==> config.mk <==
export PLATFORM = sky130hd
export DESIGN_NAME = fifo_wr_arbiter
export DESIGN_NICKNAME = d
export VERILOG_FILES = /design/src/rtl/fifo_wr_arbiter.sv
export SDC_FILE = /design/constraint.sdc
export NUM_CORES = 1
export LEC_CHECK = 0
export BUFFER_PORTS_ARGS = -buffer_cell sky130_fd_sc_hd__buf_2
export CELL_PAD_IN_SITES_DETAIL_PLACEMENT = 0
export CELL_PAD_IN_SITES_GLOBAL_PLACEMENT = 1
export CORE_MARGIN = 1
export CORE_UTILIZATION = 25
export CTS_BUF_LIST = sky130_fd_sc_hd__clkbuf_4
export CTS_CLUSTER_DIAMETER = 100
export DETAILED_ROUTE_END_ITERATION = 8
export GPL_TIMING_DRIVEN = 1
export PLACE_DENSITY_LB_ADDON = 0.1
export SETUP_SLACK_MARGIN = 0.2
export SLEW_MARGIN = 20
export SYNTH_ARGS = -nofsm -noshare
export SYNTH_HDL_FRONTEND = slang
export SYNTH_SLANG_ARGS = --single-unit
==> constraint.sdc <==
create_clock -name wr_clk -period 2.1 [get_ports wr_clk]
set_input_delay 0.105 -clock wr_clk [delete_from_list [all_inputs] [get_ports wr_clk]]
set_output_delay 0.105 -clock wr_clk [all_outputs]
set_load 0.02 [all_outputs]
==> src/rtl/fifo_wr_arbiter.sv <==
// fifo_wr_arbiter: round-robin arbiter that shares the FIFO write port between
// NUM_REQ requesters in the wr_clk domain. A grant is held for a burst of up to
// MAX_BURST words. Writes stall while the FIFO reports full, and the grant is
// released early when the granted requester drops its valid.
module fifo_wr_arbiter #(
  parameter int DATA_WIDTH = 16,
  parameter int NUM_REQ    = 4,
  parameter int MAX_BURST  = 4
) (
  input  logic                            wr_clk,
  input  logic                            rst_n,
  input  logic [NUM_REQ-1:0]              req_valid,
  input  logic [NUM_REQ*DATA_WIDTH-1:0]   req_data,
  output logic [NUM_REQ-1:0]              req_ready,
  input  logic                            fifo_full,
  output logic                            wr_en,
  output logic [DATA_WIDTH-1:0]           wr_data,
  output logic [$clog2(NUM_REQ)-1:0]      grant_id,
  output logic                            busy
);

  localparam int ID_W  = $clog2(NUM_REQ);
  localparam int CNT_W = $clog2(MAX_BURST) + 1;

  typedef enum logic {IDLE = 1'b0, GRANT = 1'b1} state_t;

  state_t           state, state_nxt;
  logic [ID_W-1:0]  grant_q, grant_nxt;
  logic [ID_W-1:0]  last_id, last_nxt;
  logic [CNT_W-1:0] burst_cnt, cnt_nxt;

  logic gnt_valid;
  logic accept;
  logic last_word;

  // Round-robin pick: first valid requester scanning last+1, last+2, ... modulo
  // NUM_REQ, so the most recently served requester has the lowest priority.
  function automatic logic [ID_W-1:0] rr_pick(input logic [NUM_REQ-1:0] v,
                                              input logic [ID_W-1:0]    last);
    logic [ID_W-1:0] win;
    logic [ID_W-1:0] idx;
    logic            found;
    win   = '0;
    found = 1'b0;
    for (int k = 1; k <= NUM_REQ; k++) begin
      idx = ID_W'((int'(last) + k) % NUM_REQ);
      if (!found && v[idx]) begin
        win   = idx;
        found = 1'b1;
      end
    end
    return win;
  endfunction

  assign gnt_valid = req_valid[grant_q];
  assign accept    = (state == GRANT) && gnt_valid && !fifo_full;
  assign last_word = (burst_cnt == CNT_W'(MAX_BURST - 1));

  // State register: FSM state, grant index, round-robin pointer and burst count.
  // last_id resets to NUM_REQ-1 so that requester 0 wins the first arbitration.
  always_ff @(posedge wr_clk or negedge rst_n) begin
    if (!rst_n) begin
      state     <= IDLE;
      grant_q   <= '0;
      last_id   <= ID_W'(NUM_REQ - 1);
      burst_cnt <= '0;
    end else begin
      state     <= state_nxt;
      grant_q   <= grant_nxt;
      last_id   <= last_nxt;
      burst_cnt <= cnt_nxt;
    end
  end

  // Next-state logic: arbitrate in IDLE; in GRANT count accepted words and
  // release on the final burst word or when the requester drops valid.
  always_comb begin
    state_nxt = state;
    grant_nxt = grant_q;
    last_nxt  = last_id;
    cnt_nxt   = burst_cnt;
    case (state)
      IDLE: begin
        if (|req_valid) begin
          state_nxt = GRANT;
          grant_nxt = rr_pick(req_valid, last_id);
          cnt_nxt   = '0;
        end
      end
      GRANT: begin
        if (!gnt_valid) begin
          // Early end of burst; releases even while the FIFO is full.
          state_nxt = IDLE;
          last_nxt  = grant_q;
        end else if (accept) begin
          cnt_nxt = burst_cnt + CNT_W'(1);
          if (last_word) begin
            state_nxt = IDLE;
            last_nxt  = grant_q;
          end
        end
        // Full with valid held: grant and count stay frozen, no timeout.
      end
      default: begin
        state_nxt = IDLE;
      end
    endcase
  end

  // Output logic: combinational from registered state, req_valid and fifo_full
  // so a word is written in the same cycle it is accepted.
  always_comb begin
    req_ready = '0;
    wr_en     = accept;
    wr_data   = '0;
    busy      = (state == GRANT);
    if (state == GRANT) begin
      for (int i = 0; i < NUM_REQ; i++) begin
        if (grant_q == ID_W'(i)) begin
          wr_data = req_data[i*DATA_WIDTH +: DATA_WIDTH];
        end
      end
      req_ready[grant_q] = accept;
    end
  end

  assign grant_id = grant_q;

endmodule

Yosys cells after proc, flatten, opt, wreduce, memory -nomap -nowiden
Index checks and enable logic that the tools add are counted.

Divide/modulo/power cells: 0. Equality and inequality tests: 9. Reductions and logical operators: 15. Shift-type cells: 0. $lt $le $gt $ge: 6. Multiplexer cells: 43. Multiply operators: 0. Add/subtract/negate cells: 5. Bitwise logic cells: 2.

Operators with widths (count): 2-to-1 mux 16 bit (5); 2-to-1 mux 1 bit (19); less-than comparator 2 x 3 -> 1 bit (second input constant) (5); 2-to-1 mux 2 bit (7); binary-select mux 1 bit (select 2 bit) (5); 2-to-1 mux 3 bit (3); logical AND 1 bit (6); != test 2 bit (second input constant) (3); case mux 3 bit (2 select lines) (1); AND reduction 3 bit (2); adder 2 x 1 -> 2 bit (second input constant) (2); adder 2 bit (second input constant) (2); AND 4 bit (1); == test 2 bit (second input constant) (2); zero test 1 bit (4); 2-to-1 mux 4 bit (1); != test 2 x 1 -> 1 bit (second input constant) (2); OR reduction 4 bit (1); adder 3 x 1 -> 3 bit (second input constant) (1); == test 3 x 2 -> 1 bit (second input constant) (1); demux 1 bit (select 2 bit) (1); == test 2 x 1 -> 1 bit (second input constant) (1); greater-or-equal comparator 2 x 1 -> 1 bit (second input constant) (1); zero test 2 bit (1); 3 further kinds (3).

Memory bits (read-only): 0. RAM bits: 0. Bits in latches: 0. Word-level logic and storage cells: 84. Register bits: 8. Memories kept: 0.

Logic depth before layout (Yosys ltp)
Word-level depth: 19. Gate-level depth with buffers: 6. Gate-level depth less buffers: 6.

Worst setup path before layout
OpenSTA, ideal clock, no wires.

Path type: register to output. Start: register grant_q[0], in the netlist grant_id[0]. End: output port wr_data[10]. Required time: 1.995 ns. Slack: 0.484 ns. Stages on the path, launching flop included: 5. Data arrival time: 1.511 ns. Cell sequence: dfrtp_1 -> buf_6 -> buf_6 -> mux4_2 -> and2_1.

Cells in the longest elaborated chain, start to end: 6. Elaborated cells between the ends (all ways): 9.

Ends and longest elaborated chain: start: declaration (line 28) `logic [ID_W-1:0] grant_q, grant_nxt;`; start signal: assignment (line 69) `grant_q <= grant_nxt;`; zero test 2 bit (line 119) `if (grant_q == ID_W'(i)) begin`; 2-to-1 mux 16 bit (3 in series) (line 119); 2-to-1 mux 16 bit * (line 119); 2-to-1 mux 16 bit * (line 117) `if (state == GRANT) begin`; end: declaration (line 17) `output logic [DATA_WIDTH-1:0] wr_data,`.

Mark *: on every way between the ends. The rest lies on a longest branch, timed or not.

Worst setup path after layout
Start: register grant_q[1], in the netlist grant_id[1]. End: output port wr_en.

Cells in the longest elaborated chain, start to end: 4.

Ends and longest elaborated chain: binary-select mux 1 bit (select 2 bit) (line 55) `assign gnt_valid = req_valid[grant_q];`; 2-to-1 mux 1 bit (implied by the code) (line 55); logical AND 1 bit (2 in series) (line 56) `assign accept = (state == GRANT) && gnt_valid && !fifo_full;`; end: declaration (line 16) `output logic wr_en,`.

Every way passes these cells. The select of a mux whose other input is x is not followed.

==> key figures <==
Run status
  – Status: completed

Synthesis
  – Register bit total from synthesis: 8
  – Synth warnings: 0
  – Syn nets: 172
  – Cells after Synth: 99
  – Main flop type after synthesis: dfrtp_1
  – Number of synthesized flops with an enable pin: 0
  – Leading area contributor after synthesis: mux4_2
  – Async S/R FF share, synth: 1.00
  – Area contributors post-synth: mux4_2 (33%), dfrtp_1 (14%), and2_1 (9.1%)
  – Syn_area_per_cell: 11.1 um2
  – Netlist cell types: 32
  – Share of the synthesized area in the top cell type: 0.327
  – Synth Cell Area: 1100 um2
  – Sequential area share after synthesis: 0.184

Placed design
  – Hpwl dp: 2.95 mm
  – GPL Wtd Cong: 0.708
  – Placed inst area: 1620 um2
  – # port buffers: 94
  – Pre-CTS WS: 0.475 ns

Final layout
  – Ant diodes: 0
  – Fin area: 1650 um2
  – Fillcell total: 423
  – # nets final: 269
  – Layout cell share with drive strength beyond 1: 0.665
  – Layout area overhead: 49.7%

Drt
  – Drt pass-1 iters: 4
  – Final ANT Viol Nets: 0
  – Post-DR wirelength/cell: 14.5 um
  – Final WL: 3.53 mm
  – DRC: 0
  – Iter 0 DRT Violations: 36
  – Drt via density: 4.82
  – DR vias: 1177

Setup path
  – Startpoint types: flip-flop
  – Critical path class: reg -> out
  – Worst EP arrival: 1.72 ns
  – Worst Path Required: 2.00 ns
  – Max stage delay on crit path: 0.49 ns
  – CP endpoint kind: primary output
  – Slowest CP cell: dfrtp_2
  – Crit path max fanout: 11
  – Cells along the critical path: or3b_1 > o22ai_2 > buf_2

Timing
  – Hold Slack: 0.222 ns
  – Slew Viols, Final: 0
  – Final setup vio count: 0
  – Setup_tns: 0 ns
  – Max transition margin: 0.700
  – Unrepaired setup endpoints after global routing: false
  – Worst-Margin Slew: 0.448 ns
  – Final Hold Fails: 0
  – Fin crit share: 0.867
  – Crit path time final: 1.82 ns
  – Worst Skew: 0.00213 ns
  – Worst setup margin: 0.280 ns
  – Max Clock Freq: 549 MHz

Power
  – Worst VDD drop: 557 uV
  – P per Cell Area: 1260 nW/um2
  – LEAKAGE: 0.817 nW
  – Power, Total: 2.07 mW

CTS
  – Worst-path clk slew: 0.06 ns
  – Postcts setup bufs: 0
  – Clock latency at the later pin of the worst-skew pair: 0.26 ns
  – Cts bufs inserted: 3
  – H-tree Lvls: 1
  – Root buffer cell: clkbuf_4
  – CTS Sinks: 8
  – Clk buf depth: 2
  – CTS tree: yes

Run
  – Maxcap violations: 0

Floorplanning
  – CORE AREA: 4120 um2
  – Die height: 68.4 um
  – DIE AREA: 4680 um2
  – Row cnt: 23
  – Die width: 68.4 um
  – Starting Density: 0.268
  – # IOs: 95

Global route
  – First-pass GRT wire length: 5.24 mm
  – Initial antenna violation count: 0
  – Number of global-route vias before repair: 1121
  – Largest net degree at the start of global routing: 23
  – Remaining global-route overflow: 0
  – Tot GR Track Use: 0.151

Min path
  – Worst Hold Class: in -> async
==> cell usage after synthesis, types with 2 or more instances <==
master and instances:
a21oi_1 5, dfstp_2 2, ha_1 2, buf_6 3
mux4_2 16, and2_1 16, nand2b_1 3, nand2_1 7
buf_2 2, nor2_1 5, o21ai_0 5, nor3b_1 2
mux2i_1 3, mux2_4 2, inv_1 3, dfrtp_1 6
clkbuf_1 2
==> cells by family after synthesis <==
kind of cell | share of synthesized area
compound gates | 0.136
mux | 0.404
buf+inv | 0.0613
simple gates | 0.192
fa+ha+maj | 0.0227
flops | 0.184
==> flip-flops by register name (all words and copies together) (netlist names) <==
| signal | cells |
|---|---|
| last_id | 2 |
| grant_id | 2 |
| busy | 1 |
| burst_cnt | 3 |
==> layer usage <==
metal  GRT usage  vias to the layer above  wire length (um)
met5           0                        -                 0
met4      0.0443                        0                 6
met3      0.0150                        2               244
met2       0.304                       50              1960
met1       0.162                      553              1320
li1            -                      572                 -
==> power breakdown <==
part / switching (mW) / leakage, nW / internal [mW]
Combinational: 0.821 / 0.709 / 0.801
Sequential: 0.0866 / 0.0945 / 0.241
Clock: 0.0590 / 0.0138 / 0.0659
Total: 0.967 / 0.817 / 1.11
==> metrics by stage <==
stage / utilization / instances
3_3_place_gp: 0.393 / 240
5_1_grt: 0.401 / 244
3_5_place_dp: 0.393 / 240
2_1_floorplan: - / 99
4_1_cts: 0.401 / 244
6_report: 0.401 / 244
==> layout by cell type, fill, tap and decap left out, drive strengths merged, types with 4 or more instances in the layout <==
cell and count:
dfrtp 6, and2 16, nor2 5, o21ai 5, mux2i 4, a21oi 5, nand2 7, buf 99
mux4 16
==> worst paths after layout <==
kind,from,end,slack (ns),cells after the start
max,grant_id[1],wr_en,0.28,3
min,rst_n,burst_cnt[1],0.22,2
max reg2reg,burst_cnt[0],last_id[0],0.50,5
min reg2reg,burst_cnt[0],burst_cnt[0],0.49,1
max in group asynchronous,rst_n,last_id[0],1.63,2
min in group wr_clk,req_valid[3],grant_id[1],0.24,3
==> critical path, delay by kind of cell, from the launching register on <==
kind | cells | cell delay [ns]
AOI/OAI and AO/OA | 1 | 0.28
and+or+nand+nor | 1 | 0.45
DFF | 1 | 0.49
buffers and inverters | 1 | 0.23
==> final cells by class <==
| cell class | instances | area [um2] | share of cell area |
|---|---|---|---|
| multi-input cells | 80 | 832 | 0.504 |
| repair buffers | 100 | 518 | 0.314 |
| flip-flops and latches | 8 | 204 | 0.124 |
| well taps | 50 | 62.6 | 0.0379 |
| clock buffers | 3 | 22.5 | 0.0136 |
| inverters | 3 | 11.3 | 0.00682 |
==> what timing repair did <==
item                                    in CTS  in global routing
hold buffers                                 1                  0
endpoints found under the setup margin       6                  0
hold endpoints to repair                     8                  0
gates resized for setup                      1                  0
No activity file was read; power rests on OpenSTA's default activity.
